===== src/rtl/sgen_pkg.sv =====
// Shared types and constants for the sine-generator phase/sequencing stage.
// Optional phase dither is enabled with SGEN_PHASE_DITHER_EN.
package sgen_pkg;

    typedef enum logic [1:0] {
        S_IDLE,
        S_LOAD,
        S_WAIT,
        S_OUT
    } sgen_state_t;

    localparam int PI_HALF_Q15 = 51472;

    // Fibonacci taps 16,14,13,11 as bit indices 15,13,12,10
    localparam logic [15:0] LFSR_SEED = 16'hACE1;
    localparam logic [15:0] LFSR_TAPS = 16'hB400;

endpackage


===== src/rtl/sgen_lfsr.sv =====
// 16-bit Fibonacci LFSR used as the phase dither source.
// Steps once per asserted step cycle; synchronous active-low reset to seed.
module sgen_lfsr
    import sgen_pkg::*;
(
    input  logic        i_clk,
    input  logic        i_rst_an,
    input  logic        i_step,
    output logic [15:0] o_q
);

    logic [15:0] q;
    logic        fb;

    assign fb  = ^(q & LFSR_TAPS);
    assign o_q = q;

    always_ff @(posedge i_clk) begin
        if (!i_rst_an) begin
            q <= LFSR_SEED;
        end else if (i_step) begin
            q <= {q[14:0], fb};
        end
    end

endmodule


===== src/rtl/sgen_phase_ctrl.sv =====
// Phase accumulator, quadrant fold and CORDIC sequencing for sgen_cordic.
// Define SGEN_PHASE_DITHER_EN to add LFSR dither before phase truncation.
module sgen_phase_ctrl
    import sgen_pkg::*;
#(
    parameter int gp_acc_width   = 32,
    parameter int gp_phase_width = 16,
    parameter int gp_xy_width    = 24,
    parameter int gp_z_width     = 16,
    parameter int gp_amp         = 4194304
) (
    input  logic                    i_clk,
    input  logic                    i_rst_an,
    input  logic                    i_ena,
    input  logic [gp_acc_width-1:0] i_fcw,
    output logic [gp_xy_width-1:0]  o_cordic_x,
    output logic [gp_xy_width-1:0]  o_cordic_y,
    output logic [gp_z_width-1:0]   o_cordic_z,
    output logic                    o_cordic_start,
    input  logic [gp_xy_width-1:0]  i_cordic_x,
    input  logic [gp_xy_width-1:0]  i_cordic_y,
    input  logic                    i_cordic_done,
    output logic [gp_xy_width-1:0]  o_sin,
    output logic [gp_xy_width-1:0]  o_cos,
    output logic                    o_valid
);

    localparam int DW  = gp_acc_width - gp_phase_width;
    localparam int PW2 = gp_phase_width + 2;
    localparam int MW  = gp_phase_width + 18;

    localparam logic signed [PW2-1:0] QTR  = PW2'(1) << (gp_phase_width - 2);
    localparam logic signed [PW2-1:0] HALF = PW2'(1) << (gp_phase_width - 1);
    localparam logic signed [MW-1:0]  K    = MW'(PI_HALF_Q15);
    localparam logic signed [MW-1:0]  RND  = MW'(1) << 14;

    localparam logic [gp_xy_width-1:0] XMIN = {1'b1, {(gp_xy_width-1){1'b0}}};
    localparam logic [gp_xy_width-1:0] XMAX = ~XMIN;

    sgen_state_t state_q, state_d;

    logic [gp_acc_width-1:0]   acc_q;
    logic [gp_acc_width-1:0]   ph_src;
    logic [gp_phase_width-1:0] phase;
    logic signed [PW2-1:0]     pe, pf;
    logic signed [MW-1:0]      prod;
    logic [gp_z_width-1:0]     z_d, z_q;
    logic                      neg_d, neg_q;
    logic [gp_xy_width-1:0]    xneg;
    logic [gp_xy_width-1:0]    sin_q, cos_q;
    logic                      issue;

    assign issue = (state_q == S_IDLE) && i_ena;

`ifdef SGEN_PHASE_DITHER_EN
    localparam logic [gp_acc_width-1:0] DMASK =
        (gp_acc_width'(1) << DW) - gp_acc_width'(1);

    logic [15:0] lfsr_q;

    sgen_lfsr u_lfsr (
        .i_clk    (i_clk),
        .i_rst_an (i_rst_an),
        .i_step   (issue),
        .o_q      (lfsr_q)
    );

    assign ph_src = acc_q + (gp_acc_width'(lfsr_q) & DMASK);
`else
    assign ph_src = acc_q;
`endif

    assign phase = gp_phase_width'(ph_src >> DW);
    assign pe    = {{2{phase[gp_phase_width-1]}}, phase};

    // Fold into [-0.25, +0.25] turn; exactly +-0.25 stays unfolded
    always_comb begin
        pf    = pe;
        neg_d = 1'b0;
        if (pe > QTR) begin
            pf    = HALF - pe;
            neg_d = 1'b1;
        end else if (pe < -QTR) begin
            pf    = -HALF - pe;
            neg_d = 1'b1;
        end
    end

    assign prod = pf * K;
    assign z_d  = gp_z_width'((prod + RND) >>> 15);
    assign xneg = (i_cordic_x == XMIN) ? XMAX : -i_cordic_x;

    always_ff @(posedge i_clk) begin
        if (!i_rst_an) begin
            state_q <= S_IDLE;
        end else begin
            state_q <= state_d;
        end
    end

    always_comb begin
        state_d        = state_q;
        o_cordic_start = 1'b0;
        o_valid        = 1'b0;
        unique case (state_q)
            S_IDLE: if (i_ena) state_d = S_LOAD;
            S_LOAD: begin
                o_cordic_start = 1'b1;
                state_d        = S_WAIT;
            end
            S_WAIT: if (i_cordic_done) state_d = S_OUT;
            S_OUT: begin
                o_valid = 1'b1;
                state_d = S_IDLE;
            end
            default: state_d = S_IDLE;
        endcase
    end

    always_ff @(posedge i_clk) begin
        if (!i_rst_an) begin
            acc_q <= '0;
            z_q   <= '0;
            neg_q <= 1'b0;
            sin_q <= '0;
            cos_q <= '0;
        end else begin
            if (issue) begin
                acc_q <= acc_q + i_fcw;
                z_q   <= z_d;
                neg_q <= neg_d;
            end
            if (state_q == S_WAIT && i_cordic_done) begin
                sin_q <= i_cordic_y;
                cos_q <= neg_q ? xneg : i_cordic_x;
            end
        end
    end

    assign o_cordic_x = gp_xy_width'(gp_amp);
    assign o_cordic_y = '0;
    assign o_cordic_z = z_q;
    assign o_sin      = sin_q;
    assign o_cos      = cos_q;

endmodule


===== config.mk =====
export PLATFORM = sky130hd
export DESIGN_NAME = sgen_phase_ctrl
export DESIGN_NICKNAME = d
export VERILOG_FILES = /design/src/rtl/sgen_pkg.sv /design/src/rtl/sgen_lfsr.sv /design/src/rtl/sgen_phase_ctrl.sv
export SDC_FILE = /design/constraint.sdc
export NUM_CORES = 1
export LEC_CHECK = 0
export CORE_MARGIN = 2
export CORE_UTILIZATION = 58
export CTS_BUF_LIST = sky130_fd_sc_hd__clkbuf_2 sky130_fd_sc_hd__clkbuf_4 sky130_fd_sc_hd__clkbuf_8
export DETAILED_ROUTE_END_ITERATION = 10
export PLACE_DENSITY = 0.95
export SLEW_MARGIN = 30
export SYNTH_ARGS = -nofsm -noshare
export SYNTH_HDL_FRONTEND = slang
export SYNTH_SLANG_ARGS = --single-unit

===== constraint.sdc =====
create_clock -name i_clk -period 21.6 [get_ports i_clk]
set_input_delay 3.24 -clock i_clk [delete_from_list [all_inputs] [get_ports i_clk]]
set_output_delay 3.24 -clock i_clk [all_outputs]
set_load 0.05 [all_outputs]

==> impl_summary.log <==
INFO  metric status = finished, final reports clean
INFO  metric tritoncts = built
INFO  metric core_area = 0.0159 mm²
INFO  metric clockBufferDepth = 2
INFO  metric critPathRequiredTime = around 22000 ps
INFO  metric drc_markers = 0
INFO  metric firstDrtPassIters = 5
INFO  metric hold_viol = 0
INFO  metric synth_cell_type_count = 71
INFO  metric rows = 46
INFO  metric met1_resource_use_gr = 0.321
INFO  metric antenna_found_initial = 0
INFO  metric maxClockFrequency = ~0.11 GHz
INFO  metric hold_path.class = reg2reg
INFO  metric postSynthCellCount = ~1200
INFO  metric global_route_congestion_overflow_total = 0
INFO  metric synth_enable_flop_cells = 0
INFO  metric timing_worst_slew_pin_value = 919 ps
INFO  metric critical_path.most_common_cell = a21o_1
INFO  metric kind_of_end_point_of_the_critical_path = flip-flop
INFO  metric cts_htree_levels = 3
INFO  metric number_of_synthesized_register_bits = slightly below 100
INFO  metric final_core_utilization = 0.697
INFO  metric worst_skew_pair.late_latency = 400 ps
INFO  metric floorplan_die_area = 0.0173 mm²
INFO  metric synth_xor_xnor_area_share = 0.0929
INFO  metric route.detailed.vias_per_inst = 5.70
INFO  metric cap_viol_max_count = 0
INFO  metric fp.dieW = 131 µm
INFO  metric cts.root.buffer_cell = clkbuf_8
INFO  metric mostFrequentLayoutCell = clkdlybuf4s50_1
INFO  metric cp_slowest_stage_delay = 780 ps
INFO  metric die_h = between 100 and 150 µm
INFO  metric grt_use_total = 0.274
INFO  metric clk_transition_reported_paths = 100 ps
INFO  metric synthDominantAreaCellType = dfxtp_1
INFO  metric busiest_layer = met2
INFO  metric max-slew-margin-rel = 0.382
INFO  metric via_count_of_the_first_global_routing_pass = between 8000 and 9000
INFO  metric ctsResizeCount = 0
INFO  metric synth_async_sr_flop_share = 0
INFO  metric detailedPlacementHpwl = 17900 µm
INFO  metric reg2reg_setup_slack = 12720 ps
INFO  metric post_synth_and_or_nand_nor_area_fraction = 0.167
INFO  metric synth_compound_gate_area_share = 0.186
INFO  metric clock-skew-final = around 12 ps
INFO  metric timing.critical_path.arrival = just over 9000 ps
INFO  metric io_buffer_count = 149
INFO  metric routedWlPerCell = around 16 µm
INFO  metric min_period_over_period = 0.411
INFO  metric synth_top_flop_cell = dfxtp_1
INFO  metric worst_path_class_setup = reg2reg
INFO  metric final.setup.tns = 0 ps
INFO  metric ys_seq_area_frac = 0.210
INFO  metric met3_usage = 0.0475
INFO  metric synth-warning-count = 0
INFO  metric cts.sinks = 99
INFO  metric post-cts-setup-buffers = 0
INFO  metric slew_violations = 0
INFO  metric final_nets = 1528
INFO  metric synth.top_cells.by_area = dfxtp_1 (21%), ha_1 (14%), fa_1 (8.7%), a21oi_1 (6.1%), nand2_1 (5.9%)
INFO  metric grt_pass1_wl = around 40000 µm
INFO  metric postCtsHoldBufs = 0
INFO  metric pin_count = 198
INFO  metric post_synth_fa_ha_maj_area_fraction = 0.228
INFO  metric synthesis.area = approximately 0.0094 mm²
INFO  metric crit_path_start_kind = flip-flop
INFO  metric syn2layout_area_growth = 17.5%
INFO  metric final_layout_size_suffix_gt1_frac = 0.0361
INFO  metric syn-mean-instance-area = 8.01 µm²
INFO  metric met2_usage = 0.503
INFO  metric synth_top_family_by_area = adder cells
INFO  metric yosys.area.top_type_share = 0.210
INFO  metric slowest_stage = nor4_1
INFO  metric finish.instance_area = 0.0111 mm²
INFO  metric n_antenna_cell = 0
INFO  metric final_cell_mix = clkdlybuf4s50_1 (149), nand2_1 (148), a21oi_1 (114), inv_1 (110), ha_1 (106)
INFO  metric finalSetupViolCount = 0
INFO  metric total_wire_length = 23800 µm
INFO  metric floorplan.initialDensity = 0.593
INFO  metric detail-route-antenna-nets = 0
INFO  metric tritoncts.num_buffers = 9
INFO  metric unrepaired_setup_endpoints_after_global_routing = no
INFO  metric globalplace.congestion = 0.922
INFO  metric detail_route.iter0.violations = between 600 and 700
INFO  metric muxShareOfSynthArea = 0.0123
INFO  metric finalWorstPathRequiredPeriod = roughly 8900 ps
INFO  metric largest_net_degree_at_the_start_of_global_routing = 58
INFO  metric worstPathMaxFanout = 11
INFO  metric routed-via-count = a little under 9000
INFO  metric post_dp_area = 0.0109 mm²
[Yosys cell counts (2+ instances only)]
cell type  count
or4_4          3
o21a_1         7
and3_1         9
nand2_1      148
o31ai_1       14
a211oi_1      12
o21ai_0       60
or3_1          7
and4_1         5
ha_1         106
nor2_1        48
or2_2          4
a31o_2         2
a21oi_1      114
buf_4         49
clkbuf_1      37
nor3_1        20
mux2i_1        8
xor2_1        46
nor4_1         6
o31a_1         2
nand3b_1       2
nand3_1       25
a221o_1        2
nand4_1        8
fa_1          41
o41ai_1        4
o22ai_1        2
o21bai_1       5
and2_1         9
buf_1          5
buf_6          2
a31oi_1       12
o211ai_1       2
inv_1        110
xnor2_1       54
mux2_2         2
o211a_1        2
nor2b_1        5
or4_1          7
conb_1         2
dfxtp_1       99
nor3b_1        5
a21o_1        29
nand2b_1       9
[final timing paths]
kind / cells after the start / endpoint / from
max: 25 / o_cordic_z[15] / acc_q[18]
min: 2 / o_sin[0] / o_sin[0]
max reg2reg: 25 / o_cordic_z[15] / acc_q[18]
min reg2reg: 2 / o_sin[0] / o_sin[0]
[logic make-up (layout without fill, tap and decap cells)]
| kind of cell | after synthesis | in the layout |
|---|---|---|
| other | 2 | 48 |
| adder cells (fa/ha/maj) | 147 | 147 |
| buffers and inverters | 204 | 284 |
| multiplexers | 11 | 11 |
| AO/OA/AOI/OAI | 285 | 285 |
| AND/OR/NAND/NOR | 328 | 328 |
| flip-flops | 99 | 99 |
| XOR/XNOR | 100 | 100 |
[flip-flops by register name, summed over array words and instances, names as in the netlist]
name,cells
o_sin,24
acc_q,32
state_q,2
neg_q,1
o_cordic_z,16
o_cos,24
[worst max-delay path, delay by kind of cell (launching register included)]
family / cells / cell delay (ps)
AND/OR/NAND/NOR: 6 / 3360
flip-flops: 1 / 440
XOR/XNOR: 1 / 250
adder cells (fa/ha/maj): 6 / 2490
buffers and inverters: 3 / 260
AO/OA/AOI/OAI: 9 / 1990
[cell type report]
| cell class | count | area [µm²] |
|---|---|---|
| Inverter | 111 | 417 |
| Fill cell | 1152 | 4810 |
| Timing Repair Buffer | 157 | 1550 |
| Multi-Input combinational cell | 919 | 6650 |
| Clock buffer | 11 | 145 |
| Sequential cell | 99 | 1980 |
| Clock inverter | 5 | 60.1 |
| Tap cell | 216 | 270 |
[per-layer routing]
| metal | vias to the layer above | wire [µm] |
|---|---|---|
| li1 | 4167 | - |
| met1 | 4155 | 9600 |
| met2 | 278 | 12300 |
| met3 | 53 | 1260 |
| met4 | 0 | 607 |
| met5 | - | 0 |
[metrics by stage]
stage               cells  hold WS, ps  setup slack (ps)
global placement     1502          441             13100
detailed placement   1502          445             12850
floorplan            1222          436             13660
finish               1518          460             12720
CTS                  1518          460             12810
global route         1518          477             12370
Power is not shown: default switching activity piles up to over one toggle a cycle in this logic, so the estimate is an artifact.
